--- src/rtl/dff_pipe_pkg.sv ---
// dff_pipe_pkg: shared defaults and width helper for the handshaked register pipeline
package dff_pipe_pkg;
    localparam int DFF_PIPE_WIDTH_DEF = 8;
    localparam int DFF_PIPE_DEPTH_DEF = 4;
    function automatic int occ_width(input int depth);
        return $clog2(depth + 1);
    endfunction
endpackage

--- src/rtl/dff_pipe_stage.sv ---
// dff_pipe_stage: one valid/data register of the pipeline; data only loads behind a valid word
module dff_pipe_stage
    import dff_pipe_pkg::*;
#(
    parameter int WIDTH = DFF_PIPE_WIDTH_DEF,
    parameter logic [WIDTH-1:0] RESET_VAL = '0
) (
    input  logic             clk,
    input  logic             reset_n,
    input  logic             clr,
    input  logic             adv,
    input  logic             prev_valid,
    input  logic [WIDTH-1:0] prev_data,
    output logic             valid,
    output logic [WIDTH-1:0] data
);
    always_ff @(posedge clk or negedge reset_n) begin
        if (!reset_n) begin
            valid <= 1'b0;
            data  <= RESET_VAL;
        end else if (clr) begin
            valid <= 1'b0;
            data  <= RESET_VAL;
        end else if (adv) begin
            valid <= prev_valid;
            if (prev_valid) data <= prev_data;
        end
    end
endmodule

--- src/rtl/dff_pipeline.sv ---
// dff_pipeline: DEPTH-stage registered delay with valid/ready at both ends and bubble collapse
module dff_pipeline
    import dff_pipe_pkg::*;
#(
    parameter int WIDTH = DFF_PIPE_WIDTH_DEF,
    parameter int DEPTH = DFF_PIPE_DEPTH_DEF,
    parameter logic [WIDTH-1:0] RESET_VAL = '0,
    parameter int OCC_W = occ_width(DEPTH)
) (
    input  logic             clk,
    input  logic             reset_n,
    input  logic             clr,
    input  logic             in_valid,
    output logic             in_ready,
    input  logic [WIDTH-1:0] in_data,
    output logic             out_valid,
    input  logic             out_ready,
    output logic [WIDTH-1:0] out_data,
    output logic [OCC_W-1:0] occupancy
);
    logic [DEPTH-1:0] valid;
    logic [DEPTH-1:0] adv;
    logic [WIDTH-1:0] data [DEPTH];
    logic             accept_in;
    logic             accept_out;
    // A stage may move when anything downstream of it is empty or draining
    always_comb begin
        adv = '0;
        adv[DEPTH-1] = out_ready | ~valid[DEPTH-1];
        for (int i = DEPTH - 2; i >= 0; i--) adv[i] = adv[i+1] | ~valid[i];
    end
    assign in_ready   = adv[0] & ~clr;
    assign out_valid  = valid[DEPTH-1];
    assign out_data   = data[DEPTH-1];
    assign accept_in  = in_valid & in_ready;
    assign accept_out = out_valid & out_ready & ~clr;
    for (genvar g = 0; g < DEPTH; g++) begin : g_stage
        logic             pv;
        logic [WIDTH-1:0] pd;
        if (g == 0) begin : g_head
            assign pv = accept_in;
            assign pd = in_data;
        end else begin : g_body
            assign pv = valid[g-1];
            assign pd = data[g-1];
        end
        dff_pipe_stage #(.WIDTH(WIDTH), .RESET_VAL(RESET_VAL)) u_stage (
            .clk        (clk),
            .reset_n    (reset_n),
            .clr        (clr),
            .adv        (adv[g]),
            .prev_valid (pv),
            .prev_data  (pd),
            .valid      (valid[g]),
            .data       (data[g])
        );
    end
    always_ff @(posedge clk or negedge reset_n) begin
        if (!reset_n) occupancy <= '0;
        else if (clr) occupancy <= '0;
        else if (accept_in && !accept_out) occupancy <= occupancy + OCC_W'(1);
        else if (!accept_in && accept_out) occupancy <= occupancy - OCC_W'(1);
    end
endmodule
--- config.mk ---
export PLATFORM = sky130hd
export DESIGN_NAME = dff_pipeline
export DESIGN_NICKNAME = d
export VERILOG_FILES = /design/src/rtl/dff_pipe_pkg.sv /design/src/rtl/dff_pipe_stage.sv /design/src/rtl/dff_pipeline.sv
export SDC_FILE = /design/constraint.sdc
export NUM_CORES = 1
export LEC_CHECK = 0
export CAP_MARGIN = 10
export CORE_MARGIN = 8
export CORE_UTILIZATION = 50
export CTS_CLUSTER_DIAMETER = 100
export DETAILED_ROUTE_END_ITERATION = 12
export PLACE_DENSITY = 0.71
export SLEW_MARGIN = 20
export SYNTH_ARGS = -nofsm -noshare
export SYNTH_HDL_FRONTEND = slang
export SYNTH_HIERARCHICAL = 1
export SYNTH_SLANG_ARGS = --single-unit
--- constraint.sdc ---
create_clock -name clk -period 3.97 [get_ports clk]
set_input_delay 0.5955 -clock clk [delete_from_list [all_inputs] [get_ports clk]]
set_output_delay 0.5955 -clock clk [all_outputs]
set_load 0.005 [all_outputs]
==> results.py <==
metrics = {
    "outcome": {
        "status": "finished, final reports clean",
    },
    "global_routing": {
        "grt_usage": 0.1260,
        "grt_max_degree": 43,
        "grt_pass1_wl_um": 6382,
        "grt_overflow": 0,
        "grt_pass1_vias": 1330,
        "antenna_found_initial": 0,
    },
    "detailed_routing": {
        "avgRoutedWirePerCell_um": 14.94,
        "drt_iter0_drc": 93,
        "drc": 0,
        "num_vias": 1425,
        "drtAntennaViolNets": 0,
        "wl_um": 3809,
        "drtPass1Iterations": 4,
        "drt-vias-per-instance": 5.588,
    },
    "power_and_ir_drop": {
        "swShare": 0.2168,
        "combPwrFrac": 0.089,
        "p_seq_frac": 0.501,
        "p_leak_nw": 1.029,
        "p_int_mw": 0.6456,
        "p_clk_frac": 0.410,
        "powerDensity_mw_per_mm2": 351.7,
        "vdd_ir_drop_max_v": 0.0001803,
        "power_switching_mw": 0.1787,
    },
    "clocking": {
        "htreeDepth": 2,
        "cts-root-buf": "clkbuf_8",
        "cts_buffer_depth": 2,
        "cts_tree": "yes",
        "post-cts-setup-buffers": 0,
        "cts.repair.resized": 0,
        "clkSinkCount": 39,
        "clk_pin_slew_ns": 0.07,
        "cts_buffers": 5,
        "insertion_delay_ns": 0.29,
        "ctsHoldBuffers": 0,
    },
    "hold_path": {
        "hp-class": "input pin to async pin",
    },
    "timing": {
        "setup_viol": 0,
        "rsz0062_at_grt": "false",
        "max_slew_margin": 0.4299,
        "fin_crit_ns": 3.296,
        "finClkSkew_ns": 0.006851,
        "worstMarginPinSlew_ns": 0.8552,
        "maxSlewViolCount": 0,
        "fin_crit_sh": 0.8303,
        "fin_tns_setup_ns": 0,
        "final-hold-violation-count": 0,
        "fmax_mhz": 303.4,
    },
    "placement": {
        "io_buffers": 25,
        "dp_hpwl_um": 2500,
        "place_congestion": 0.7722,
        "place_inst": 247,
    },
    "synthesis": {
        "synth_mux_area_frac": 0.04014,
        "yosysSeqAreaShare": 0.4673,
        "synth_xor_xnor_area_share": 0,
        "synthSimpleGateAreaFrac": 0.1330,
        "yosysUniqueCellTypes": 29,
        "synth_top_family_by_area": "compound AO/OA/AOI/OAI gates",
        "syn_nets": 203,
        "syn_inst": 189,
        "ys_seq_elements": 39,
        "synth-adder-area-share": 0.009587,
        "yosysWarnings": 6,
        "avgSynthCellArea_um2": 11.05,
        "netlist_area_mm2": 0.002088,
        "synth_compound_area_frac": 0.2510,
    },
    "floorplanning": {
        "fp.dieW_um": 80.63,
        "initial_core_util": 0.5221,
        "die_area_mm2": 0.006500,
        "io_pins": 26,
        "die_y_um": 80.63,
        "core_mm2": 0.004000,
        "fp-row-count": 23,
    },
    "critical_path": {
        "worstPathRequired_ns": 3.37,
        "critPathKind": "input pin to primary output",
        "regToRegSetupSlack_ns": 1.42,
        "end_kind": "primary output",
        "start_kind": "input pin",
        "cp_max_fo": 20,
        "cp_data_arrival_time_ns": 2.70,
    },
    "cells_and_area": {
        "diodes": 0,
        "multi_input_area_um2": 908.4,
        "final_cells": 255,
        "syn2layout_area_growth_pct": 12.22,
        "fin_nets": 218,
        "regArea_um2": 975.9,
        "drive_gt1_frac": 0.2439,
        "fillers": 336,
    },
    "run": {
        "maxCapViolations": 0,
    },
}
## registers in the layout (all words and copies together) (netlist names)
name                   cells
g_stage.u_stage/data      32
occupancy                  3
g_stage.u_stage/valid      4
## synthesized netlist by cell type (all sizes together)
cell type / n / area, µm²
mux2: 2 / 30.03
buf: 20 / 195.2
nand3: 32 / 160.2
mux2i: 5 / 53.80
a21oi: 33 / 180.2
inv: 3 / 11.26
a21bo: 32 / 320.3
nor2b: 1 / 6.260
nor2: 9 / 33.78
o21ai: 1 / 8.760
nand3b: 1 / 7.510
and2: 1 / 6.260
or2: 1 / 6.260
nand4b: 2 / 32.53
o211ai: 1 / 7.510
or2b: 1 / 7.510
fa: 1 / 20.02
and3b: 1 / 8.760
nor3: 1 / 5.000
dfrtp: 39 / 975.9
nand2: 1 / 3.750
a21boi: 1 / 7.510
## layout make-up
class | instances | area share
Sequential cell | 39 | 0.4164
Multi-Input combinational cell | 127 | 0.3876
Timing Repair Buffer | 28 | 0.1143
Clock buffer | 6 | 0.03524
Tap cell | 50 | 0.02670
Clock inverter | 2 | 0.01495
Inverter | 3 | 0.004805
## layout by cell type (no fill, tap or decap), types with 4 or more instances in the layout
cell type / count
a21oi_2: 4
a21bo_2: 28
mux2i_1: 4
dfrtp_1: 39
nor2_1: 8
nand3_1: 32
a21bo_1: 4
clkdlybuf4s50_1: 24
clkbuf_8: 6
a21oi_1: 29
## path summary, 6_finish.rpt
check                                                 from                    endpoint  cells past startpoint
worst max-delay path                             out_ready                    in_ready                      5
worst min-delay path                               reset_n  g_stage[3].u_stage/data[3]                      1
worst max register to register    g_stage[3].u_stage/valid                occupancy[2]                      9
worst min register to register  g_stage[1].u_stage/data[1]  g_stage[2].u_stage/data[1]                      2
max in group asynchronous                          reset_n  g_stage[1].u_stage/data[1]                      1
min in group clk                g_stage[1].u_stage/data[1]  g_stage[2].u_stage/data[1]                      2
## routing by layer
metal  wire length, µm  track usage  vias to the layer above
met3               231      0.04911                        6
met4                48      0.05273                        0
met5                 0            0                        -
met2              1853       0.1925                       35
met1              1675       0.1541                      688
li1                  -            -                      696
## through the flow
step	util	power, mW	setup WS [ns]	hold slack [ns]	area [µm²]
after floorplan	-	0.4633	1.867	0.2999	2088
after global placement	0.5558	0.4919	0.7298	0.5133	2223
after detailed placement	0.5558	0.4947	0.5800	0.5241	2223
after CTS	0.5852	0.8379	0.6693	0.4340	2341
after global routing	0.5859	0.8645	0.5397	0.4757	2344
final	0.5859	0.8243	0.6738	0.4103	2344
## power by group through the flow
stage               Clock [mW]  Combinational, mW  Sequential [mW]
finish                   0.338             0.0734            0.413
global route             0.368             0.0823            0.414
CTS                      0.351             0.0745            0.413
detailed placement           0             0.0742            0.421
global placement             0             0.0715            0.420
floorplan                    0             0.0449            0.418
## cells by family after synthesis
group	Yosys count
AO/OA/AOI/OAI	68
AND/OR/NAND/NOR	51
flip-flops	39
buffers and inverters	23
multiplexers	7
adder cells (fa/ha/maj)	1
## critical path: stages
cell and delay (ns):
clkdlybuf4s50_1 0.49, nand4b_4 0.38, or2_1 0.54, nor2b_1 0.23, clkdlybuf4s50_1 0.46
Note: power is estimated with default switching activity, not from simulation.
==> patch, RTL diff (same settings) <==
The package constant `DFF_PIPE_WIDTH_DEF` goes from 8 to 7.
--- a/src/rtl/dff_pipe_pkg.sv
+++ b/src/rtl/dff_pipe_pkg.sv
@@ -1,6 +1,6 @@
 // dff_pipe_pkg: shared defaults and width helper for the handshaked register pipeline
 package dff_pipe_pkg;
-    localparam int DFF_PIPE_WIDTH_DEF = 8;
+    localparam int DFF_PIPE_WIDTH_DEF = 7;
     localparam int DFF_PIPE_DEPTH_DEF = 4;
     function automatic int occ_width(input int depth);
         return $clog2(depth + 1);
Ports: changed (resized in_data and out_data); port bits go from 26 to 24. The function was not compared with the original's and may differ.
==> patch against the unedited design <==
  * Design area shrank 11%
  * Clock power down 42%
  * Synthesized area down 14%
  * Worst setup slack better by 0.11 ns
  * Sequential power down 10%
  * Sequential cell count down 4
  * Power shrank 23%
  * Routed wire length down 13%
  * Critical endpoint unchanged
==> patch: results (changes against the unedited design) <==
\begin{tabular}{lr}
\hline
Metric & Value \\
\hline
\multicolumn{2}{l}{\textbf{GRT}} \\
\quad Vias in the first global route & 1279 (was 1330) \\
\quad Global-route met1 utilization & 0.147 (was 0.154) \\
\quad Total routing resource utilization after global routing & 0.121 (was 0.126) \\
\quad Grt met2 use & 0.192 (about the same) \\
\multicolumn{2}{l}{\textbf{Yosys}} \\
\quad Number of distinct library cells after synthesis & 26 (was 29) \\
\quad Synthesized instance count & 165 (was 189) \\
\quad Post-Syn Nets & 178 (was 203) \\
\multicolumn{2}{l}{\textbf{Placed design}} \\
\quad Placer Congestion & 0.754 (was 0.772) \\
\quad Detailed Place HPWL & 2250 µm (was 2500 µm) \\
\quad Post-DP Area & 0.00202 mm² (was 0.00222 mm²) \\
\quad Cell Count Post-Placement & 228 (was 247) \\
\quad Post-placement setup slack & 0.738 ns (was 0.580 ns) \\
\multicolumn{2}{l}{\textbf{Power and ir drop}} \\
\quad Leakage dissipation & 0.920 nW (was 1.03 nW) \\
\multicolumn{2}{l}{\textbf{Setup path}} \\
\quad Internal reg-to-reg setup slack & 1.38 ns (was 1.42 ns) \\
\quad Data arrival time of the critical path & 2.59 ns (was 2.70 ns) \\
\quad Source of the worst register-to-register timing path & g\_stage[1].u\_stage/valid\$\_DFFE\_PN0P\_ (was g\_stage[3].u\_stage/valid\$\_DFFE\_PN0P\_) \\
\quad Highest fanout seen on the critical path & 18 (was 20) \\
\multicolumn{2}{l}{\textbf{Layout}} \\
\quad Number of filler instances in the final layout & 314 (was 336) \\
\quad Registers with the most flip-flops & g\_stage.u\_stage/data: 28 flops, g\_stage.u\_stage/valid: 4 flops, occupancy: 3 flops (was g\_stage.u\_stage/data: 32 flops, g\_stage.u\_stage/valid: 4 flops, occupancy: 3 flops) \\
\multicolumn{2}{l}{\textbf{Route}} \\
\quad Met1 WL & 1540 µm (was 1680 µm) \\
\quad Number of vias per cell after detailed routing & 5.48 (was 5.59) \\
\quad Detailed-route wire length per cell & 14.1 µm (was 14.9 µm) \\
\quad Violation count after the first detailed-routing iteration & 113 (was 93) \\
\quad Routed wl met2 & 1570 µm (was 1850 µm) \\
\multicolumn{2}{l}{\textbf{Clock network}} \\
\quad Clock root buffer & sky130\_fd\_sc\_hd\_\_clkbuf\_4 (was sky130\_fd\_sc\_hd\_\_clkbuf\_8) \\
\quad Clock latency on the worst-skew pair & 0.33 ns (was 0.29 ns) \\
\quad Clock slew seen by the registers of the worst setup and hold paths & 0.10 ns (was 0.07 ns) \\
\multicolumn{2}{l}{\textbf{STA}} \\
\quad Worst-case headroom to the max-slew limit & 0.399 (was 0.430) \\
\multicolumn{2}{l}{\textbf{Outcome}} \\
\quad Run status & completed (unchanged) \\
\hline
\end{tabular}
-- patch: final cells by class --
class / instances / area [µm²] / share of cell area
sequential: 35 / 876 / 0.422
timing repair buffer: 27 / 260 / 0.125
multi-input combinational: 115 / 811 / 0.391
clock inverter: 1 / 5.00 / 0.00241
tap: 48 / 60.1 / 0.0290
inverter: 3 / 11.3 / 0.00543
clock buffer: 6 / 51.3 / 0.0247
-- patch: power breakdown --
| part | internal, mW | switching, mW |
|---|---|---|
| sequential | 0.364 | 0.00686 |
| clock | 0.0821 | 0.113 |
| combinational | 0.0356 | 0.0336 |
| total | 0.482 | 0.153 |
-- patch: cell families after synthesis --
logic type | Yosys count | share of synthesized area
adder cells (fa/ha/maj) | 1 | 0.0111
flip-flops | 35 | 0.486
buffers and inverters | 15 | 0.0645
multiplexers | 7 | 0.0465
AO/OA/AOI/OAI | 60 | 0.249
AND/OR/NAND/NOR | 47 | 0.143
